$ cat src/rtl/spiflash_responder_if.sv
// -----------------------------------------------------------------------------
// spiflash_responder_if
// Bundles the SPI pins, the byte-wide backing-memory port and the status
// flags of spiflash_responder.
//   spi_csb, spi_sck, spi_sdi : host -> flash serial lines (async to core_clk)
//   spi_sdo, spi_sdoenb       : flash -> host data and its active-low enable
//   mem_rd, mem_addr          : one-cycle read strobe and byte address
//   mem_rdata                 : read data, valid one core_clk after mem_rd
//   powered_down, busy        : status flags
// Modports:
//   slave  - the responder itself
//   master - the environment (SPI host plus backing memory)
// -----------------------------------------------------------------------------
interface spiflash_responder_if #(
  parameter int MEM_AW = 16
);
  logic              spi_csb;
  logic              spi_sck;
  logic              spi_sdi;
  logic              spi_sdo;
  logic              spi_sdoenb;
  logic              mem_rd;
  logic [MEM_AW-1:0] mem_addr;
  logic [7:0]        mem_rdata;
  logic              powered_down;
  logic              busy;

  modport slave (
    input  spi_csb, spi_sck, spi_sdi, mem_rdata,
    output spi_sdo, spi_sdoenb, mem_rd, mem_addr, powered_down, busy
  );

  modport master (
    output spi_csb, spi_sck, spi_sdi, mem_rdata,
    input  spi_sdo, spi_sdoenb, mem_rd, mem_addr, powered_down, busy
  );
endinterface

$ cat src/rtl/spiflash_responder.sv
// -----------------------------------------------------------------------------
// spiflash_responder
// SPI flash slave (mode 0, single-bit IO). csb/sck/sdi are oversampled on
// core_clk; READ (0x03), FAST READ (0x0B), release power-down (0xAB) and
// power-down (0xB9) are decoded, and read data is streamed from an external
// byte-wide synchronous memory. Any other opcode is ignored until csb rises.
// Ports:
//   core_clk  - sole clock
//   core_rst  - synchronous, active-high reset
//   bus       - spiflash_responder_if.slave (SPI pins, memory port, status)
// Parameters:
//   MEM_AW      - backing memory byte-address width (8..24); the 24-bit SPI
//                 address is truncated to its MEM_AW LSBs
//   SYNC_STAGES - synchronizer depth on the SPI inputs (2..3)
// -----------------------------------------------------------------------------
module spiflash_responder #(
  parameter int MEM_AW      = 16,
  parameter int SYNC_STAGES = 2
) (
  input  logic                 core_clk,
  input  logic                 core_rst,
  spiflash_responder_if.slave  bus
);

  localparam logic [2:0] ST_IDLE   = 3'd0;
  localparam logic [2:0] ST_CMD    = 3'd1;
  localparam logic [2:0] ST_ADDR   = 3'd2;
  localparam logic [2:0] ST_DUMMY  = 3'd3;
  localparam logic [2:0] ST_DATA   = 3'd4;
  localparam logic [2:0] ST_IGNORE = 3'd5;

  localparam logic [7:0] OP_READ = 8'h03;
  localparam logic [7:0] OP_FAST = 8'h0B;
  localparam logic [7:0] OP_RPD  = 8'hAB;
  localparam logic [7:0] OP_PD   = 8'hB9;

  // Synchronizers and edge-detect history
  logic [SYNC_STAGES-1:0] csb_sync_r;
  logic [SYNC_STAGES-1:0] sck_sync_r;
  logic [SYNC_STAGES-1:0] sdi_sync_r;
  logic                   csb_prev_r;
  logic                   sck_prev_r;

  // Decoded events
  logic csb_hi_s;
  logic csb_fall_s;
  logic sck_cur_s;
  logic sck_rise_s;
  logic sck_fall_s;
  logic sdi_s;

  // FSM and datapath
  logic [2:0]        state_r;
  logic [2:0]        state_nx_s;
  logic [4:0]        bit_cnt_r;
  // Only the last MEM_AW-1 shifted bits are kept: together with the live sdi
  // bit they form either the opcode (low 8) or the truncated address.
  logic [MEM_AW-2:0] sh_r;
  logic [7:0]        opcode_s;
  logic [MEM_AW-1:0] addr_s;
  logic              fast_r;
  logic              load_pend_r;
  logic [7:0]        out_sh_r;
  logic              issue_rd_s;
  logic              pd_set_s;
  logic              pd_clr_s;
  logic              counting_s;
  logic              phase_end_s;

  // Registered outputs
  logic              sdo_r;
  logic              sdoenb_r;
  logic              mem_rd_r;
  logic [MEM_AW-1:0] mem_addr_r;
  logic              pd_r;
  logic              busy_r;

  assign csb_hi_s   = csb_sync_r[SYNC_STAGES-1];
  assign csb_fall_s = csb_prev_r & ~csb_hi_s;
  assign sck_cur_s  = sck_sync_r[SYNC_STAGES-1];
  assign sck_rise_s = sck_cur_s & ~sck_prev_r;
  assign sck_fall_s = ~sck_cur_s & sck_prev_r;
  assign sdi_s      = sdi_sync_r[SYNC_STAGES-1];
  assign opcode_s   = {sh_r[6:0], sdi_s};
  assign addr_s     = {sh_r, sdi_s};

  // Synchronize the asynchronous SPI inputs and keep one sample of history
  always_ff @(posedge core_clk) begin
    if (core_rst) begin
      csb_sync_r <= {SYNC_STAGES{1'b1}};
      sck_sync_r <= {SYNC_STAGES{1'b0}};
      sdi_sync_r <= {SYNC_STAGES{1'b0}};
      csb_prev_r <= 1'b1;
      sck_prev_r <= 1'b0;
    end else begin
      csb_sync_r <= {csb_sync_r[SYNC_STAGES-2:0], bus.spi_csb};
      sck_sync_r <= {sck_sync_r[SYNC_STAGES-2:0], bus.spi_sck};
      sdi_sync_r <= {sdi_sync_r[SYNC_STAGES-2:0], bus.spi_sdi};
      csb_prev_r <= csb_hi_s;
      sck_prev_r <= sck_cur_s;
    end
  end

  // Next-state, read-issue and power-down decisions; csb high overrides all
  always_comb begin
    state_nx_s  = state_r;
    issue_rd_s  = 1'b0;
    pd_set_s    = 1'b0;
    pd_clr_s    = 1'b0;
    counting_s  = 1'b0;
    phase_end_s = 1'b0;
    if (csb_hi_s) begin
      state_nx_s = ST_IDLE;
    end else begin
      case (state_r)
        ST_IDLE: begin
          if (csb_fall_s) begin
            state_nx_s = ST_CMD;
          end else begin
            state_nx_s = ST_IDLE;
          end
        end
        ST_CMD: begin
          counting_s = 1'b1;
          if (sck_rise_s && (bit_cnt_r == 5'd7)) begin
            phase_end_s = 1'b1;
            // 0xAB is the only opcode honoured while powered down
            if (opcode_s == OP_RPD) begin
              pd_clr_s   = 1'b1;
              state_nx_s = ST_IGNORE;
            end else if (pd_r) begin
              state_nx_s = ST_IGNORE;
            end else if ((opcode_s == OP_READ) || (opcode_s == OP_FAST)) begin
              state_nx_s = ST_ADDR;
            end else if (opcode_s == OP_PD) begin
              pd_set_s   = 1'b1;
              state_nx_s = ST_IGNORE;
            end else begin
              state_nx_s = ST_IGNORE;
            end
          end else begin
            state_nx_s = ST_CMD;
          end
        end
        ST_ADDR: begin
          counting_s = 1'b1;
          if (sck_rise_s && (bit_cnt_r == 5'd23)) begin
            phase_end_s = 1'b1;
            if (fast_r) begin
              state_nx_s = ST_DUMMY;
            end else begin
              issue_rd_s = 1'b1;
              state_nx_s = ST_DATA;
            end
          end else begin
            state_nx_s = ST_ADDR;
          end
        end
        ST_DUMMY: begin
          counting_s = 1'b1;
          if (sck_rise_s && (bit_cnt_r == 5'd7)) begin
            phase_end_s = 1'b1;
            issue_rd_s  = 1'b1;
            state_nx_s  = ST_DATA;
          end else begin
            state_nx_s = ST_DUMMY;
          end
        end
        ST_DATA: begin
          counting_s = 1'b1;
          // Fetch the next byte on the last rise so the stream has no gap
          if (sck_rise_s && (bit_cnt_r == 5'd7)) begin
            phase_end_s = 1'b1;
            issue_rd_s  = 1'b1;
          end else begin
            issue_rd_s = 1'b0;
          end
          state_nx_s = ST_DATA;
        end
        ST_IGNORE: begin
          state_nx_s = ST_IGNORE;
        end
        default: begin
          state_nx_s = ST_IDLE;
        end
      endcase
    end
  end

  // FSM state, bit counter, shifters, memory port and SPI output registers
  always_ff @(posedge core_clk) begin
    if (core_rst) begin
      state_r     <= ST_IDLE;
      busy_r      <= 1'b0;
      bit_cnt_r   <= 5'd0;
      sh_r        <= {(MEM_AW-1){1'b0}};
      fast_r      <= 1'b0;
      load_pend_r <= 1'b0;
      out_sh_r    <= 8'h00;
      sdo_r       <= 1'b0;
      sdoenb_r    <= 1'b1;
      mem_rd_r    <= 1'b0;
      mem_addr_r  <= {MEM_AW{1'b0}};
      pd_r        <= 1'b0;
    end else begin
      state_r  <= state_nx_s;
      busy_r   <= (state_nx_s != ST_IDLE);
      mem_rd_r <= issue_rd_s;
      if (pd_set_s) begin
        pd_r <= 1'b1;
      end else if (pd_clr_s) begin
        pd_r <= 1'b0;
      end
      if (csb_hi_s) begin
        // Abort: tri-state the output and drop any read still in flight
        bit_cnt_r   <= 5'd0;
        sdoenb_r    <= 1'b1;
        load_pend_r <= 1'b0;
      end else begin
        load_pend_r <= mem_rd_r;
        if (counting_s && sck_rise_s) begin
          bit_cnt_r <= phase_end_s ? 5'd0 : (bit_cnt_r + 5'd1);
          sh_r      <= {sh_r[MEM_AW-3:0], sdi_s};
        end
        if ((state_r == ST_CMD) && phase_end_s) begin
          fast_r <= (opcode_s == OP_FAST);
        end
        if ((state_r == ST_ADDR) && phase_end_s) begin
          mem_addr_r <= addr_s;
        end
        // Read data arrives one cycle after the strobe; sck is slow enough
        // that the following fall can never land on this cycle.
        if (load_pend_r) begin
          out_sh_r   <= bus.mem_rdata;
          mem_addr_r <= mem_addr_r + MEM_AW'(1);
        end else if ((state_r == ST_DATA) && sck_fall_s) begin
          sdoenb_r <= 1'b0;
          sdo_r    <= out_sh_r[7];
          out_sh_r <= {out_sh_r[6:0], 1'b0};
        end
      end
    end
  end

  assign bus.spi_sdo      = sdo_r;
  assign bus.spi_sdoenb   = sdoenb_r;
  assign bus.mem_rd       = mem_rd_r;
  assign bus.mem_addr     = mem_addr_r;
  assign bus.powered_down = pd_r;
  assign bus.busy         = busy_r;

endmodule

$ cat src/flat_wrapper.sv
// flat-port wrapper written by rule: the top's interface ports become plain ports
module spiflash_responder_flat 
#(
  parameter int MEM_AW      = 16,
  parameter int SYNC_STAGES = 2
)
  (core_clk, core_rst, bus_spi_csb, bus_spi_sck, bus_spi_sdi, bus_mem_rdata, bus_spi_sdo, bus_spi_sdoenb, bus_mem_rd, bus_mem_addr, bus_powered_down, bus_busy);
  spiflash_responder_if #(.MEM_AW(MEM_AW)) bus_i ();
  input  logic core_clk;
  input  logic core_rst;
  input wire logic [$bits(bus_i.spi_csb)-1:0] bus_spi_csb;
  input wire logic [$bits(bus_i.spi_sck)-1:0] bus_spi_sck;
  input wire logic [$bits(bus_i.spi_sdi)-1:0] bus_spi_sdi;
  input wire logic [$bits(bus_i.mem_rdata)-1:0] bus_mem_rdata;
  output wire logic [$bits(bus_i.spi_sdo)-1:0] bus_spi_sdo;
  output wire logic [$bits(bus_i.spi_sdoenb)-1:0] bus_spi_sdoenb;
  output wire logic [$bits(bus_i.mem_rd)-1:0] bus_mem_rd;
  output wire logic [$bits(bus_i.mem_addr)-1:0] bus_mem_addr;
  output wire logic [$bits(bus_i.powered_down)-1:0] bus_powered_down;
  output wire logic [$bits(bus_i.busy)-1:0] bus_busy;
  assign bus_i.spi_csb = bus_spi_csb;
  assign bus_i.spi_sck = bus_spi_sck;
  assign bus_i.spi_sdi = bus_spi_sdi;
  assign bus_i.mem_rdata = bus_mem_rdata;
  assign bus_spi_sdo = bus_i.spi_sdo;
  assign bus_spi_sdoenb = bus_i.spi_sdoenb;
  assign bus_mem_rd = bus_i.mem_rd;
  assign bus_mem_addr = bus_i.mem_addr;
  assign bus_powered_down = bus_i.powered_down;
  assign bus_busy = bus_i.busy;
  spiflash_responder #(.MEM_AW(MEM_AW), .SYNC_STAGES(SYNC_STAGES)) u_core (.core_clk(core_clk), .core_rst(core_rst), .bus(bus_i));
endmodule
$ cat config.mk
export PLATFORM = sky130hd
export DESIGN_NAME = spiflash_responder_flat
export DESIGN_NICKNAME = d
export VERILOG_FILES = /design/src/rtl/spiflash_responder_if.sv /design/src/rtl/spiflash_responder.sv /design/src/flat_wrapper.sv
export SDC_FILE = /design/constraint.sdc
export NUM_CORES = 1
export LEC_CHECK = 0
export ABC_AREA = 1
export CORE_MARGIN = 2
export CORE_UTILIZATION = 35
export DETAILED_ROUTE_END_ITERATION = 16
export PLACE_DENSITY = 0.58
export RECOVER_POWER = 25
export SYNTH_ARGS = -nofsm -noshare
export SYNTH_HDL_FRONTEND = slang
export SYNTH_SLANG_ARGS = --single-unit
$ cat constraint.sdc
create_clock -name core_clk -period 3.5 [get_ports core_clk]
set_input_delay 1.05 -clock core_clk [delete_from_list [all_inputs] [get_ports core_clk]]
set_output_delay 1.05 -clock core_clk [all_outputs]
set_load 0.005 [all_outputs]
==> qor.csv <==
stage;metric;value;unit
run_status;status;finished, final reports clean;
cells_and_area;fillers;916;
clocking;clk_latency;0.34;ns
yosys;seq_area_frac_synth;40.1;%
floorplan;boundaryPins;34;
cells_and_area;multi_input_area;1520;um^2
clocking;cts_made_buffers;9;
cells_and_area;mostFrequentLayoutCell;nand2_1;
yosys;syn_inst;460;
yosys;synth_top_area_share;40.1;%
clocking;cts-root-buf;clkbuf_8;
cells_and_area;layout.nets;506;
route;vias;2902;
route;ant_nets;0;
setup_path;cp_cell_sequence;inv_1, nand2_1, nor2_1, nor2_1, nand2_1, nand3_1, inv_2, nand3_1, nand2_1, nand2_1, inv_1;
global_route;grt_pass1_vias;2787;
global_route;grt_pass1_wl;12.6;mm
sta;fin_tns_setup;0;ns
yosys;syn-cell-area;3090;um^2
setup_path;cp_common_cell;nand2_1;
sta;fmaxAchievable;399;MHz
floorplan;num_rows;34;
sta;rsz0062_at_grt;false;
yosys;ys_top_cells_by_area;dfxtp_1, nand2_1, o21ai_0;
yosys;ys.warnings.count;0;
clocking;clock_path_buffers;2;
global_route;overflow;0;
cells_and_area;ff_latch_area;1240;um^2
floorplan;start_util;35.8;%
sta;fin_crit;2.51;ns
route;drt_iter0_markers;151;
setup_path;cp.arrival;2.79;ns
setup_path;cp_top_family;simple AND/OR/NAND/NOR gates;
yosys;avgSynthCellArea;6.72;um^2
setup_path;cp_slowest_cell;nand3_1;
floorplan;dieArea;9600;um^2
route;first_pass_iters;4;
yosys;syn_nets;475;
setup_path;critPathLaunchType;flop;
sta;layout_worst_path_cycle_share;71.6;%
clocking;cts.clk_slew.worst_paths;0.07;ns
route;vias_per_cell;4.80;
floorplan;die-width;98.0;um
yosys;yosysTopAreaCell;dfxtp_1;
placed_design;place_inst;588;
placed_design;port_buffers;33;
sta;relSlewSlack;28.7;%
yosys;ys_seq_elements;62;
setup_path;crit_buf_inv;3;
clocking;ctsHoldBuffers;0;
route;drc;0;
setup_path;reg2reg_slack;0.99;ns
power_and_ir_drop;ir_drop;0.191;mV
setup_path;cp_data_required_time;3.79;ns
cells_and_area;mostFrequentLayoutCells;nand2_1, dfxtp_1, inv_1;
power_and_ir_drop;p_leak;1.38;nW
placed_design;gp_congestion;0.844;
floorplan;coreArea;8640;um^2
sta;drv_slew;0;
cells_and_area;drive_above_1_share;7.26;%
sta;fin_worst_skew;0.0122;ns
route;drt-total-wl;7.18;mm
setup_path;crit_path_end_kind;flop;
power_and_ir_drop;power;0.00144;W
cells_and_area;area.growth.synth_to_final;19.5;%
sta;worst_slew_pin_slew;1.07;ns
run;drv_cap;0;
setup_path;path_class;flop to flop;
clocking;cts_max_level;3;
clocking;cts_tree;done;
sta;hold_violations;0;
sta;setup_viol;0;
global_route;grt_max_degree;33;
cells_and_area;final_cells;604;
min_path;worstHoldPathType;flop to flop;
clocking;postCtsResizedCells;0;
cells_and_area;diodes;0;
route;wl_per_cell;11.9;um
setup_path;worstPathMaxFanout;31;
clocking;cts_num_sinks;62;
yosys;synthDistinctLibCells;35;
global_route;grt_use_total;16.0;%
clocking;cts_setup_buffers;0;
global_route;antenna_found_initial;0;
floorplan;die_h;98.0;um
placed_design;place_hpwl;5.04;mm
setup_path;crit_path_max_incr_delay;0.73;ns
power_and_ir_drop;power_density;390;nW/um^2
cells_and_area;final_util;42.8;%
-- Yosys cell counts, drive strengths merged --
library cell,count
nand2,118
dfxtp,62
inv,61
nor2,50
o21ai,46
a21oi,38
nand3,34
buf,8
clkbuf,8
a31oi,7
nand4,7
nor3,4
or2,4
nand3b,3
ha,2
xor2,2
a211oi,1
nor4,1
o211ai,1
o21bai,1
o31ai,1
xnor2,1
-- registers in the layout, indices dropped and copies added, names as in the netlist, 2 cells and up --
signal / flops
u_core.csb_sync_r: 2
u_core.sck_sync_r: 2
u_core.bus.mem_addr: 16
u_core.bit_cnt_r: 5
u_core.sdi_sync_r: 2
u_core.sh_r: 15
u_core.out_sh_r: 8
u_core.state_r: 3
-- layer usage --
layer | wire length (um) | track usage [%]
met3 | 323 | 4.44
met2 | 3250 | 25.6
met1 | 3500 | 21.1
met5 | 0 | 0
met4 | 105 | 4.81
-- power by group --
part | total [W] | switching [W] | internal (W)
Combinational | 0.0000382 | 0.0000200 | 0.0000182
Sequential | 0.000711 | 0.00000206 | 0.000709
Clock | 0.000692 | 0.000273 | 0.000419
Total | 0.00144 | 0.000295 | 0.00115
-- stage by stage --
step | setup slack [ns] | instance area [um^2] | hold slack, ns
after detailed placement | 1.11 | 3490 | 0.395
final | 0.993 | 3690 | 0.408
after floorplan | 1.64 | 3090 | 0.388
after global placement | 1.11 | 3490 | 0.391
after CTS | 1.11 | 3700 | 0.408
after global routing | 0.615 | 3690 | 0.424
-- worst register-to-register path, cell delays in order (launching register included) --
cell,delay [ns]
dfxtp_1,0.34
inv_1,0.09
nand2_1,0.08
nor2_1,0.27
nor2_1,0.09
nand2_1,0.07
nand3_1,0.73
inv_2,0.49
nand3_1,0.12
nand2_1,0.07
nand2_1,0.05
inv_1,0.06
-- kinds of logic after synthesis --
logic type | count (synthesis) | synth area share, %
xor+xnor | 3 | 0.850
compound gates | 95 | 16.8
buf+inv | 77 | 10.4
simple gates | 221 | 31.0
flops | 62 | 40.1
fa+ha+maj | 2 | 0.809
-- path summary, 6_finish.rpt --
kind                                                      start                          endpoint  cells past startpoint
worst min-delay path            u_core.sck_sync_r[0]$_SDFF_PP0_   u_core.sck_sync_r[1]$_SDFF_PP0_                      2
worst max register to register     u_core.state_r[1]$_SDFF_PP0_  u_core.bit_cnt_r[1]$_SDFFE_PP0P_                     11
worst min register to register  u_core.sck_sync_r[0]$_SDFF_PP0_   u_core.sck_sync_r[1]$_SDFF_PP0_                      2
worst max-delay path               u_core.state_r[1]$_SDFF_PP0_  u_core.bit_cnt_r[1]$_SDFFE_PP0P_                     11
-- layout make-up --
| type | count | share of cell area (%) |
|---|---|---|
| clock buffers | 12 | 3.93 |
| clock inverters | 4 | 1.90 |
| inverters | 61 | 6.27 |
| multi-input cells | 321 | 41.2 |
| flip-flops and latches | 62 | 33.6 |
| well taps | 108 | 3.66 |
| repair buffers | 36 | 9.45 |
(Power assumes the default switching activity.)
